$ cat src/rtl/lsu_pkg.sv
// Shared definitions for the load/store unit: funct3 codes, FSM states,
// and small legality/alignment helpers.
package lsu_pkg;

  localparam logic [2:0] F3_B  = 3'b000;
  localparam logic [2:0] F3_H  = 3'b001;
  localparam logic [2:0] F3_W  = 3'b010;
  localparam logic [2:0] F3_BU = 3'b100;
  localparam logic [2:0] F3_HU = 3'b101;

  typedef enum logic [1:0] {
    ST_IDLE  = 2'd0,
    ST_READ  = 2'd1,
    ST_WRITE = 2'd2,
    ST_RESP  = 2'd3
  } lsu_state_e;

  // Loads accept B/H/W/BU/HU; stores only B/H/W.
  function automatic logic is_legal(input logic wr, input logic [2:0] f3);
    logic ok;
    ok = 1'b0;
    case (f3)
      F3_B, F3_H, F3_W: ok = 1'b1;
      F3_BU, F3_HU:     ok = !wr;
      default:          ok = 1'b0;
    endcase
    return ok;
  endfunction

  // Halfwords need addr[0]=0, words need addr[1:0]=0.
  function automatic logic is_misaligned(input logic [2:0] f3, input logic [1:0] lo);
    logic mis;
    mis = 1'b0;
    case (f3[1:0])
      2'b01:   mis = lo[0];
      2'b10:   mis = (lo != 2'b00);
      default: mis = 1'b0;
    endcase
    return mis;
  endfunction

endpackage

$ cat src/rtl/load_store_unit_lane_align.sv
// Byte-lane steering: load extraction with sign/zero extension, and
// sub-word merge of store data into the old memory word.
module lsu_lane_align
  import lsu_pkg::*;
(
  input  logic [31:0] mem_word,
  input  logic [31:0] wdata,
  input  logic [1:0]  addr_lo,
  input  logic [2:0]  funct3,
  output logic [31:0] ld_data,
  output logic [31:0] st_word
);

  function automatic logic [31:0] extract(input logic [31:0] w, input logic [1:0] lo,
                                          input logic [2:0] f3);
    logic [7:0]  b;
    logic [15:0] h;
    logic [31:0] r;
    b = w[{lo, 3'b000} +: 8];
    h = lo[1] ? w[31:16] : w[15:0];
    case (f3)
      F3_B:    r = {{24{b[7]}}, b};
      F3_BU:   r = {24'h0, b};
      F3_H:    r = {{16{h[15]}}, h};
      F3_HU:   r = {16'h0, h};
      default: r = w;
    endcase
    return r;
  endfunction

  function automatic logic [31:0] merge(input logic [31:0] old, input logic [31:0] wd,
                                        input logic [1:0] lo, input logic [2:0] f3);
    logic [31:0] r;
    r = old;
    case (f3)
      F3_B: r[{lo, 3'b000} +: 8] = wd[7:0];
      F3_H: begin
        if (lo[1]) r[31:16] = wd[15:0];
        else       r[15:0]  = wd[15:0];
      end
      default: r = wd;
    endcase
    return r;
  endfunction

  // Pure combinational steering; the caller decides which result to use.
  always_comb begin
    ld_data = extract(mem_word, addr_lo, funct3);
    st_word = merge(mem_word, wdata, addr_lo, funct3);
  end

endmodule

$ cat src/rtl/load_store_unit.sv
// RISC-V load/store unit between execute and a word-wide, byte-addressed,
// little-endian data memory. Sub-word stores go through read-modify-write.
// All outputs are registered from the next-state decode so they are clean
// Moore signals and drop to zero immediately on reset.
module load_store_unit
  import lsu_pkg::*;
#(
  parameter bit CHECK_ALIGN = 1'b1
) (
  input  logic        clk,
  input  logic        rst,
  input  logic        req_valid,
  output logic        req_ready,
  input  logic        req_write,
  input  logic [2:0]  req_funct3,
  input  logic [31:0] req_addr,
  input  logic [31:0] req_wdata,
  output logic        resp_valid,
  output logic        resp_err,
  output logic [31:0] resp_rdata,
  output logic [31:0] mem_access_addr,
  output logic [31:0] mem_in,
  output logic        mem_write_en,
  output logic        mem_read_en,
  input  logic [31:0] mem_out
);

  lsu_state_e  state_q, state_d;
  logic        write_q, write_d;
  logic [2:0]  f3_q, f3_d;
  logic [31:0] addr_q, addr_d;
  logic [31:0] wdata_q, wdata_d;
  logic [31:0] word_q, word_d;     // load result or word to be written
  logic        err_q, err_d;
  logic        req_ready_q, req_ready_d;
  logic        rd_en_q, rd_en_d;
  logic        wr_en_q, wr_en_d;
  logic        resp_valid_q, resp_valid_d;
  logic [31:0] mem_addr_q, mem_addr_d;

  logic [31:0] lane_word;
  logic [31:0] ld_data;
  logic [31:0] st_word;
  logic [31:0] eff_addr;
  logic        bad_req;

  // mem_out is only meaningful in READ; blocking it elsewhere keeps X out.
  assign lane_word = (state_q == ST_READ) ? mem_out : 32'h0;

  lsu_lane_align u_align (
    .mem_word (lane_word),
    .wdata    (wdata_q),
    .addr_lo  (addr_q[1:0]),
    .funct3   (f3_q),
    .ld_data  (ld_data),
    .st_word  (st_word)
  );

  // Incoming-request classification; with alignment checks off the low
  // address bits are forced to the access size instead of trapping.
  always_comb begin
    eff_addr = req_addr;
    if (!CHECK_ALIGN) begin
      case (req_funct3[1:0])
        2'b01:   eff_addr[0]   = 1'b0;
        2'b10:   eff_addr[1:0] = 2'b00;
        default: eff_addr      = req_addr;
      endcase
    end
    bad_req = !is_legal(req_write, req_funct3) ||
              (CHECK_ALIGN && is_misaligned(req_funct3, req_addr[1:0]));
  end

  // Next-state, datapath and registered-output decode.
  always_comb begin
    state_d = state_q;
    write_d = write_q;
    f3_d    = f3_q;
    addr_d  = addr_q;
    wdata_d = wdata_q;
    word_d  = word_q;
    err_d   = err_q;
    case (state_q)
      ST_IDLE: begin
        if (req_valid) begin
          write_d = req_write;
          f3_d    = req_funct3;
          addr_d  = eff_addr;
          wdata_d = req_wdata;
          word_d  = req_wdata;     // SW writes the store data as-is
          err_d   = bad_req;
          if (bad_req)                            state_d = ST_RESP;
          else if (req_write && req_funct3 == F3_W) state_d = ST_WRITE;
          else                                    state_d = ST_READ;
        end
      end
      ST_READ: begin
        word_d  = write_q ? st_word : ld_data;
        state_d = write_q ? ST_WRITE : ST_RESP;
      end
      ST_WRITE: state_d = ST_RESP;
      default:  state_d = ST_IDLE;
    endcase
    req_ready_d  = (state_d == ST_IDLE);
    rd_en_d      = (state_d == ST_READ);
    wr_en_d      = (state_d == ST_WRITE);
    resp_valid_d = (state_d == ST_RESP);
    mem_addr_d   = (rd_en_d || wr_en_d) ? {addr_d[31:2], 2'b00} : 32'h0;
  end

  // State and output registers.
  always_ff @(posedge clk or posedge rst) begin
    if (rst) begin
      state_q      <= ST_IDLE;
      write_q      <= 1'b0;
      f3_q         <= 3'b000;
      addr_q       <= 32'h0;
      wdata_q      <= 32'h0;
      word_q       <= 32'h0;
      err_q        <= 1'b0;
      req_ready_q  <= 1'b0;
      rd_en_q      <= 1'b0;
      wr_en_q      <= 1'b0;
      resp_valid_q <= 1'b0;
      mem_addr_q   <= 32'h0;
    end else begin
      state_q      <= state_d;
      write_q      <= write_d;
      f3_q         <= f3_d;
      addr_q       <= addr_d;
      wdata_q      <= wdata_d;
      word_q       <= word_d;
      err_q        <= err_d;
      req_ready_q  <= req_ready_d;
      rd_en_q      <= rd_en_d;
      wr_en_q      <= wr_en_d;
      resp_valid_q <= resp_valid_d;
      mem_addr_q   <= mem_addr_d;
    end
  end

  assign req_ready       = req_ready_q;
  assign mem_read_en     = rd_en_q;
  assign mem_write_en    = wr_en_q;
  assign mem_access_addr = mem_addr_q;
  assign mem_in          = wr_en_q ? word_q : 32'h0;
  assign resp_valid      = resp_valid_q;
  assign resp_err        = resp_valid_q & err_q;
  assign resp_rdata      = (resp_valid_q && !write_q && !err_q) ? word_q : 32'h0;

endmodule

$ cat config.mk
export PLATFORM = sky130hd
export DESIGN_NAME = load_store_unit
export DESIGN_NICKNAME = d
export VERILOG_FILES = /design/src/rtl/lsu_pkg.sv /design/src/rtl/load_store_unit_lane_align.sv /design/src/rtl/load_store_unit.sv
export SDC_FILE = /design/constraint.sdc
export NUM_CORES = 1
export LEC_CHECK = 0
export ABC_AREA = 1
export CAP_MARGIN = 20
export CORE_UTILIZATION = 37
export DETAILED_ROUTE_END_ITERATION = 8
export GPL_ROUTABILITY_DRIVEN = 1
export PLACE_DENSITY = 0.71
export SYNTH_ARGS = -nofsm -noshare
export SYNTH_HDL_FRONTEND = slang
export SYNTH_SLANG_ARGS = --single-unit
export TNS_END_PERCENT = 1
$ cat constraint.sdc
create_clock -name clk -period 6.45 [get_ports clk]
set_input_delay 1.29 -clock clk [delete_from_list [all_inputs] [get_ports clk]]
set_output_delay 1.29 -clock clk [all_outputs]
set_load 0.005 [all_outputs]
==> results of run 1 <==
## where the power goes
group	switching [uW]	total [uW]	internal (uW)
Combinational	1940	3100	1160
Clock	448	1040	597
Sequential	338	1630	1290
## sequential cells by signal, indices dropped and copies added (netlist names)
| name | flops |
|---|---|
| mem_read_en | 1 |
| mem_access_addr | 30 |
| wdata_q | 32 |
| state_q | 2 |
| word_q | 32 |
| write_q | 1 |
| addr_q | 32 |
| err_q | 1 |
| mem_write_en | 1 |
| resp_valid | 1 |
| f3_q | 3 |
| req_ready | 1 |
## cells by family after synthesis
kind of cell | share of synthesized area
buffers and inverters | 0.118
adder cells (fa/ha/maj) | 0.0222
AO/OA/AOI/OAI | 0.104
flip-flops | 0.405
AND/OR/NAND/NOR | 0.351
other | 0.000443
## routing by layer
| layer | up-vias | GRT usage | routed length, um | part of all wire |
|---|---|---|---|---|
| met5 | - | 0 | 0 | 0 |
| met4 | 0 | 0.0986 | 840 | 0.029 |
| met2 | 460 | 0.405 | 13000 | 0.45 |
| met1 | 3957 | 0.307 | 11900 | 0.41 |
| li1 | 4213 | - | - | - |
| met3 | 57 | 0.0808 | 3040 | 0.11 |
## through the flow
| stage | hold slack [ps] | setup WS (ps) | power [uW] | instances |
|---|---|---|---|---|
| 6_report | 484 | 2040 | 5770 | 1708 |
| 2_1_floorplan | 450 | 1490 | 3590 | 1255 |
| 3_5_place_dp | 465 | 2260 | 4700 | 1676 |
| 4_1_cts | 483 | 2050 | 5760 | 1708 |
| 5_1_grt | 514 | 1830 | 6230 | 1708 |
| 3_3_place_gp | 462 | 2380 | 4630 | 1675 |
## cell usage after synthesis (all sizes together), types with 9 or more instances
library cell	number
a21oi	65
buf	37
clkbuf	31
dfrtp	137
ha	15
inv	162
nand2	407
nand3	115
nor2	135
o21ai	79
o22ai	9
or2	32
## critical path, cell delays in order (launching register included)
cell and delay (ps):
dfrtp_1 680, clkinv_1 820, nand3_1 250, buf_4 360, nor2_1 90, clkdlybuf4s50_1 460
## final timing paths
kind	end	depth (start not counted)	from	slack [ps]
max	resp_rdata[29]	5	write_q$_DFFE_PP0P_	2040
min	wdata_q[24]$_DFFE_PP0P_	2	wdata_q[24]$_DFFE_PP0P_	480
max reg2reg	word_q[13]$_DFFE_PP0P_	8	addr_q[1]$_DFFE_PP0P_	3020
min reg2reg	wdata_q[24]$_DFFE_PP0P_	2	wdata_q[24]$_DFFE_PP0P_	480
max in group asynchronous	wdata_q[14]$_DFFE_PP0P_	3	rst	3930
min in group asynchronous	addr_q[26]$_DFF_PP0_	2	rst	1400
## cell type report
cell class / count / area share
Sequential cell: 137 / 0.307
Multi-Input combinational cell: 884 / 0.363
Clock buffer: 17 / 0.0381
Inverter: 166 / 0.0565
Tap cell: 280 / 0.0313
Clock inverter: 15 / 0.0178
Timing Repair Buffer: 209 / 0.186
==> results.tsv, run 1 <==
metric	value	unit
clock-skew-final	9.73	ps
syn_area	8470	um^2
min_period	4410	ps
finalSetupTns	0	ps
setup_viol	0	
synth_area_leader_cell	dfrtp_1	
antenna_cells	0	
cts.path.max_buffers	2	
cp_max_fo	32	
cts_hold_buf	0	
yosys_most_used_dff	dfrtp_1	
vias	8687	
hp-class	reg -> reg	
totalWireLength	28800	um
slew_viol_final	0	
layout_common_cells	nand2_1, clkdlybuf4s50_1, inv_1	
p_leak	0.00556	uW
clk_pin_slew	70	ps
violations	design-rule violations	
fin_crit_sh	0.684	
io_buffers	201	
antenna_left	0	
syn_to_final_growth	32.0	%
rsz0062_at_grt	no	
die_width	153	um
worstSetupPathType	reg -> out	
required	5160	ps
fill_cells	2216	
grt_remaining_overflow	0	
synth_edf_count	0	
ios	204	
htreeDepth	4	
yosys-top-cells-area	dfrtp_1, nand2_1, inv_1	
drive_gt1_frac	0.0560	
dp_hpwl	19900	um
synth_top_area_share	0.405	
multiInputGateArea	4060	um^2
clock-sinks	137	
cts_resized	0	
ys_types	37	
start_kind	flip-flop	
synthCells	1254	
cp-end-kind	output pin	
nets	1533	
fin_util	0.504	
grt_pass1_vias	8601	
syn_avg_cell_area	6.75	um^2
synthArstFlopShare	1.00	
maxSlewHeadroom	0.321	
ys_seq_area_frac	0.405	
postLayoutCellArea	11200	um^2
maxCapViolations	0	
grt_max_degree	95	
layout_commonest_cell	nand2_1	
grt_pass1_wl	45700	um
ir_drop	0.311	mV
clk_latency	440	ps
wl_per_cell	16.8	um
gp_congestion	1.00	
track_usage	0.250	
fmax	227	MHz
die-area	23500	um^2
hold_viol	0	
cts_tree	done	
status	finished, violations left	
ys_ff_latch	137	
place_area	10600	um^2
die_h	153	um
drtPass1Iterations	9	
cts-buffers-inserted	17	
drt-initial-drc-count	748	
avgViaCountPerCell	5.09	
floorplan.initialDensity	0.382	
antenna_found_initial	1	
tightest_slew	1020	ps
cts_setup_buffers	0	
regArea	3430	um^2
powerDensity	516	nW/um^2
yosysWarnings	0	
num_rows	54	
cts-root-buf	clkbuf_16	
core	22200	um^2
cp.arrival	3120	ps
drc	1	
Power figures use the tool's default switching activity.
==> inputs of run 2 (changes only) <==
==> constraint.sdc (replaced) <==
create_clock -name clk -period 4.6 [get_ports clk]
set_input_delay 0.92 -clock clk [delete_from_list [all_inputs] [get_ports clk]]
set_output_delay 0.92 -clock clk [all_outputs]
set_load 0.005 [all_outputs]
==> results.tsv, run 2 (synthesis gave the netlist of run 1 again) <==
metric	value	unit	change
cp_max_fo	32		unchanged
die_width	153	um	unchanged
clk_pin_slew	60	ps	about the same
critPathMaxStageDelay	770	ps	-50 ps
drive_gt1_frac	0.0586		+0.00260
dr_wl_met2	13000	um	-0.48%
vias	8733		+0.53%
cp-end-kind	output pin		
clk_latency	430	ps	about the same
drtPass1Iterations	7		-2
die-area	23500	um^2	unchanged
antenna_cells	0		unchanged
fin_util	0.505		+0.000791
status	finished clean		
gp_congestion	0.970		-3.3%
cts_setup_buffers	0		unchanged
floorplan.initialDensity	0.382		unchanged
timing.final.ws_setup	1240	ps	-800 ps
top_layer_used	met4		
antenna_left	0		unchanged
fill_cells	2262		+2.1%
clock-skew-final	10.1	ps	+0.402 ps
io_buffers	201		unchanged
hold_viol	0		unchanged
layout_commonest_cell	nand2_1		
drc	0		-1
fin_crit_sh	0.731		
grt_remaining_overflow	0		unchanged
worstSetupPathType	reg -> out		
totalWireLength	28700	um	-0.19%
start_kind	flip-flop		
cp.arrival	2440	ps	-680 ps
die_h	153	um	unchanged
cts_hold_buf	0		unchanged
wl_per_cell	16.8	um	-0.48%
tightest_slew	751	ps	-267 ps
min_period	3360	ps	
ios	204		unchanged
grt_max_degree	116		+22%
core	22200	um^2	unchanged
reg_top3	addr_q x32, wdata_q x32, word_q x32		
cts-root-buf	clkbuf_16		
cts-buffers-inserted	17		unchanged
required	3680	ps	-1480 ps
pre_cts_slack	1210	ps	-1050 ps
cts.path.max_buffers	2		unchanged
track_usage	0.250		+0.000554
slowest_stage	dfrtp_1		
fmax	297	MHz	
ir_drop	0.402	mV	+29%
clock-sinks	137		unchanged
grt_pass1_vias	8648		+0.55%
rsz0062_at_grt	no		
nets	1538		+0.33%
powerDensity	716	nW/um^2	+39%
slew_viol_final	0		unchanged
maxSlewHeadroom	0.499		+0.178
antenna_found_initial	0		-1
maxCapViolations	0		unchanged
setup_viol	0		unchanged
hp-class	reg -> reg		
avgViaCountPerCell	5.10		+0.24%
grt_pass1_wl	45900	um	+0.27%
dp_hpwl	20300	um	+2.1%
wl_met1	11800	um	-0.33%
cts_resized	0		unchanged
drt-initial-drc-count	802		+7.2%
p_leak	0.00556	uW	about the same
htreeDepth	4		unchanged
met3_length	2880	um	-5.5%
num_rows	54		unchanged
finalSetupTns	0	ps	unchanged
cp_cell_sequence	clkinv_1 -> nand3_1 -> buf_4 -> nor2_1 -> clkdlybuf4s50_1		
syn_to_final_growth	32.2	%	
cts_tree	done		
layout_common_cells	nand2_1, clkdlybuf4s50_1, inv_1		
## run 2: cell count changes in the layout (fill, tap and decap cells not counted), sizes merged
cell      delta
buf          +5
inv          -5
clkbuf       +2
clkinv       +2
clkinvlp     +2
bufinv       -1
## run 2: power by group
group | switching, uW | internal (uW)
Combinational | 2720 | 1660
Clock | 580 | 773
Sequential | 463 | 1810
Total | 3760 | 4250
## run 2: cell type report
cell class | count | area [um^2] | area share
flip-flops and latches | 137 | 3430 | 0.306
repair buffers | 214 | 2150 | 0.192
clock inverters | 13 | 134 | 0.0120
multi-input cells | 884 | 4060 | 0.363
inverters | 166 | 632 | 0.0564
clock buffers | 19 | 443 | 0.0396
well taps | 280 | 350 | 0.0313
## run 2: metal layers
layer / vias up / GRT usage
met2: 408 / 0.399
met4: 0 / 0.115
li1: 4210 / -
met3: 69 / 0.0740
met5: - / 0
met1: 4046 / 0.312
## run 2: path summary, 6_finish.rpt
check                                   startpoint  cells past startpoint  slack (ps)                       endpoint
setup / recovery               write_q$_DFFE_PP0P_                      5        1240                 resp_rdata[28]
hold / removal             wdata_q[28]$_DFFE_PP0P_                      2         480        wdata_q[28]$_DFFE_PP0P_
setup reg to reg              state_q[1]$_DFF_PP0_                     11        1840  mem_access_addr[24]$_DFF_PP0_
hold reg to reg            wdata_q[28]$_DFFE_PP0P_                      2         480        wdata_q[28]$_DFFE_PP0P_
max in group asynchronous                      rst                      4        2750           addr_q[10]$_DFF_PP0_
min in group asynchronous                      rst                      2         900           addr_q[22]$_DFF_PP0_
## run 2: worst max-delay path: cells and delay by family, from the launching register on
| family | cells | cell delay (ps) |
|---|---|---|
| buffers and inverters | 3 | 1060 |
| and+or+nand+nor | 2 | 180 |
| DFF | 1 | 770 |
## run 2: stage by stage
| step | instances | hold WS [ps] | instance area [um^2] | power, uW |
|---|---|---|---|---|
| after floorplan | 1255 | 450 | 8470 | 5030 |
| after global placement | 1679 | 463 | 10600 | 6510 |
| after detailed placement | 1680 | 466 | 10600 | 6630 |
| after CTS | 1712 | 483 | 11200 | 8020 |
| after global routing | 1713 | 515 | 11200 | 8700 |
| final | 1713 | 483 | 11200 | 8010 |
==> RTL change, RTL diff (settings of run 2) <==
Re-encode `lsu_state_e` (4 states) as Gray code, 2 bits wide.
--- a/src/rtl/lsu_pkg.sv
+++ b/src/rtl/lsu_pkg.sv
@@ -9,10 +9,10 @@
   localparam logic [2:0] F3_HU = 3'b101;
 
   typedef enum logic [1:0] {
-    ST_IDLE  = 2'd0,
-    ST_READ  = 2'd1,
-    ST_WRITE = 2'd2,
-    ST_RESP  = 2'd3
+    ST_IDLE  = 2'b00,
+    ST_READ  = 2'b01,
+    ST_WRITE = 2'b11,
+    ST_RESP  = 2'b10
   } lsu_state_e;
 
   // Loads accept B/H/W/BU/HU; stores only B/H/W.
Behaviour: same outputs for any inputs over 4 cycles, from zero or initial values and one cycle with rst high; so few cycles prove little.
==> RTL change against run 2 <==
  * Die area decreased by 1.9%
  * Combinational power decreased by 32%
  * Critical endpoint is now resp_rdata[25]
  * Sequential cell count unchanged
  * Synthesized area decreased by 1.9%
  * Global-route usage increased by 0.54 points
  * Highest routed layer unchanged
  * Worst setup slack improved by 0.038 ns
  * Cell area decreased by 1.5%
  * Total power decreased by 20%
  * Wire length increased by 1.7%
  * Clock skew increased by 0.0073 ns
  * Register-to-register slack improved by 0.07 ns
  * Sequential power decreased by 9.2%
==> RTL change: results (changes against run 2) <==
* Status: completed
* GRT met1 Usage at 0.338 (+0.0258)
* Worst slew pin tran at 0.809 ns (+0.0579 ns)
* Final core utilization at 0.504 (-0.00142)
* HP Start: wdata_q[31]$_DFFE_PP0P_
* Placement Setup Slack at 1.72 ns (+0.503 ns)
* R2r startpoint: addr_q[0]$_DFFE_PP0P_
* CP peak stage delay at 0.83 ns (+0.06 ns)
* Largest cells by area after synthesis: dfrtp_1, nand2_1, inv_1
* Worst R2R End: word_q[11]$_DFFE_PP0P_
* Worst Hold Depth at 2 (unchanged)
* DP Area at 10400 sq um (-1.7%)
* Met3 usage at 0.0633 (-0.0107)
* Multi-input comb cells at 859 (-2.8%)
* Avg Vias per Cell at 5.03 (-1.4%)
* Die width at 152 um (-0.95%)
* Commonest cells in the synthesized netlist: nand2_1, inv_1, dfrtp_1
* Multi-input combinational area share at 0.351 (-0.0117)
* IO Port Bufs at 201 (unchanged)
* DR vias at 8479 (-2.9%)
* Min-Delay Endpoint: wdata_q[31]$_DFFE_PP0P_
* Sw Share at 0.456 (-0.0135)
* Vias in the first global route at 8331 (-3.7%)
* Critical Path AT at 2.41 ns (-0.03 ns)
* CTS root buffer: clkbuf_16
* Met1 Routed Length at 12800 um (+8.3%)
* Met2 WL at 13300 um (+2.5%)
* GRT met2 Usage at 0.408 (+0.00944)
* Reg2Reg Setup Slack at 1.91 ns (+0.07 ns)
* Fraction of area in registers at 0.311 (+0.00466)
* DRT Pass-1 Iters at 5 (-2)
* Sequential share of the synthesized area at 0.413 (+0.00793)
* Leakage at 5.67 nW (+2.0%)
* Layout clock area frac at 0.0562 (+0.00464)
* Routed WL per cell at 17.3 um (+3.3%)
* 1st-iter DRT viols at 650 (-19%)
* Cell count of the worst reg-to-reg path at 12 (+1)
* Clock buf count at 17 (-2)
* Post-synthesis cell type count at 34 (-8.1%)
* GR Util All Layers at 0.256 (+0.00541)
* Crit-path max FO at 20 (-38%)
* Metal3 WL at 2410 um (-16%)
* Filler cells at 2243 (-0.84%)
* Hold_ws at 0.486 ns (+0.00259 ns)
* Final HPWL DP at 21400 um (+5.3%)
* NonClk Buf Share at 0.194 (+0.00156)
* CTS resizes at 0 (unchanged)
* Sequential power at 0.00207 W (-9.2%)
* Switching power at 0.00294 W (-22%)
* Routability Congestion at 0.996 (+2.7%)
* Fin nets at 1504 (-2.2%)
* Pin count of the biggest net entering global routing at 81 (-30%)
* Avg Synthesized Cell Area at 6.77 sq um (+0.24%)
* Maximum vdd drop at 0.283 mV (-30%)
* Max Clock Skew at 0.0175 ns (+0.00735 ns)
* Inverters at 165 (-0.60%)
* First-pass GRT wire length at 46400 um (+1.1%)
* Share of post-route cells with drive strength above 1 at 0.0739 (+0.0153)
* Clock group at 0.00141 W (+4%)
## RTL change: changes by cell type after synthesis, moves of 15 or more
cell / run 2 / this run
o21ai_0: 72 / 57
nor2_1: 132 / 91
nand2_1: 399 / 438
o21ai_1: 6 / 37
a21oi_1: 65 / 40
or2_0: 16 / 0
or2_2: 14 / 30
## RTL change: cell families after synthesis
kind of cell,synth area share
flops,0.413
fa+ha+maj,0.0105
simple gates,0.356
buf+inv,0.122
compound gates,0.0984
other cells,0.000452
## RTL change: worst max path at each step
stage | endpoint | from
6_report | resp_rdata[25] | write_q$_DFFE_PP0P_
5_1_grt | resp_rdata[29] | write_q$_DFFE_PP0P_
4_1_cts | resp_rdata[25] | write_q$_DFFE_PP0P_
3_5_place_dp | req_ready$_DFF_PP0_ | req_valid
3_3_place_gp | req_ready$_DFF_PP0_ | req_valid
2_1_floorplan | addr_q[0]$_DFFE_PP0P_ | rst
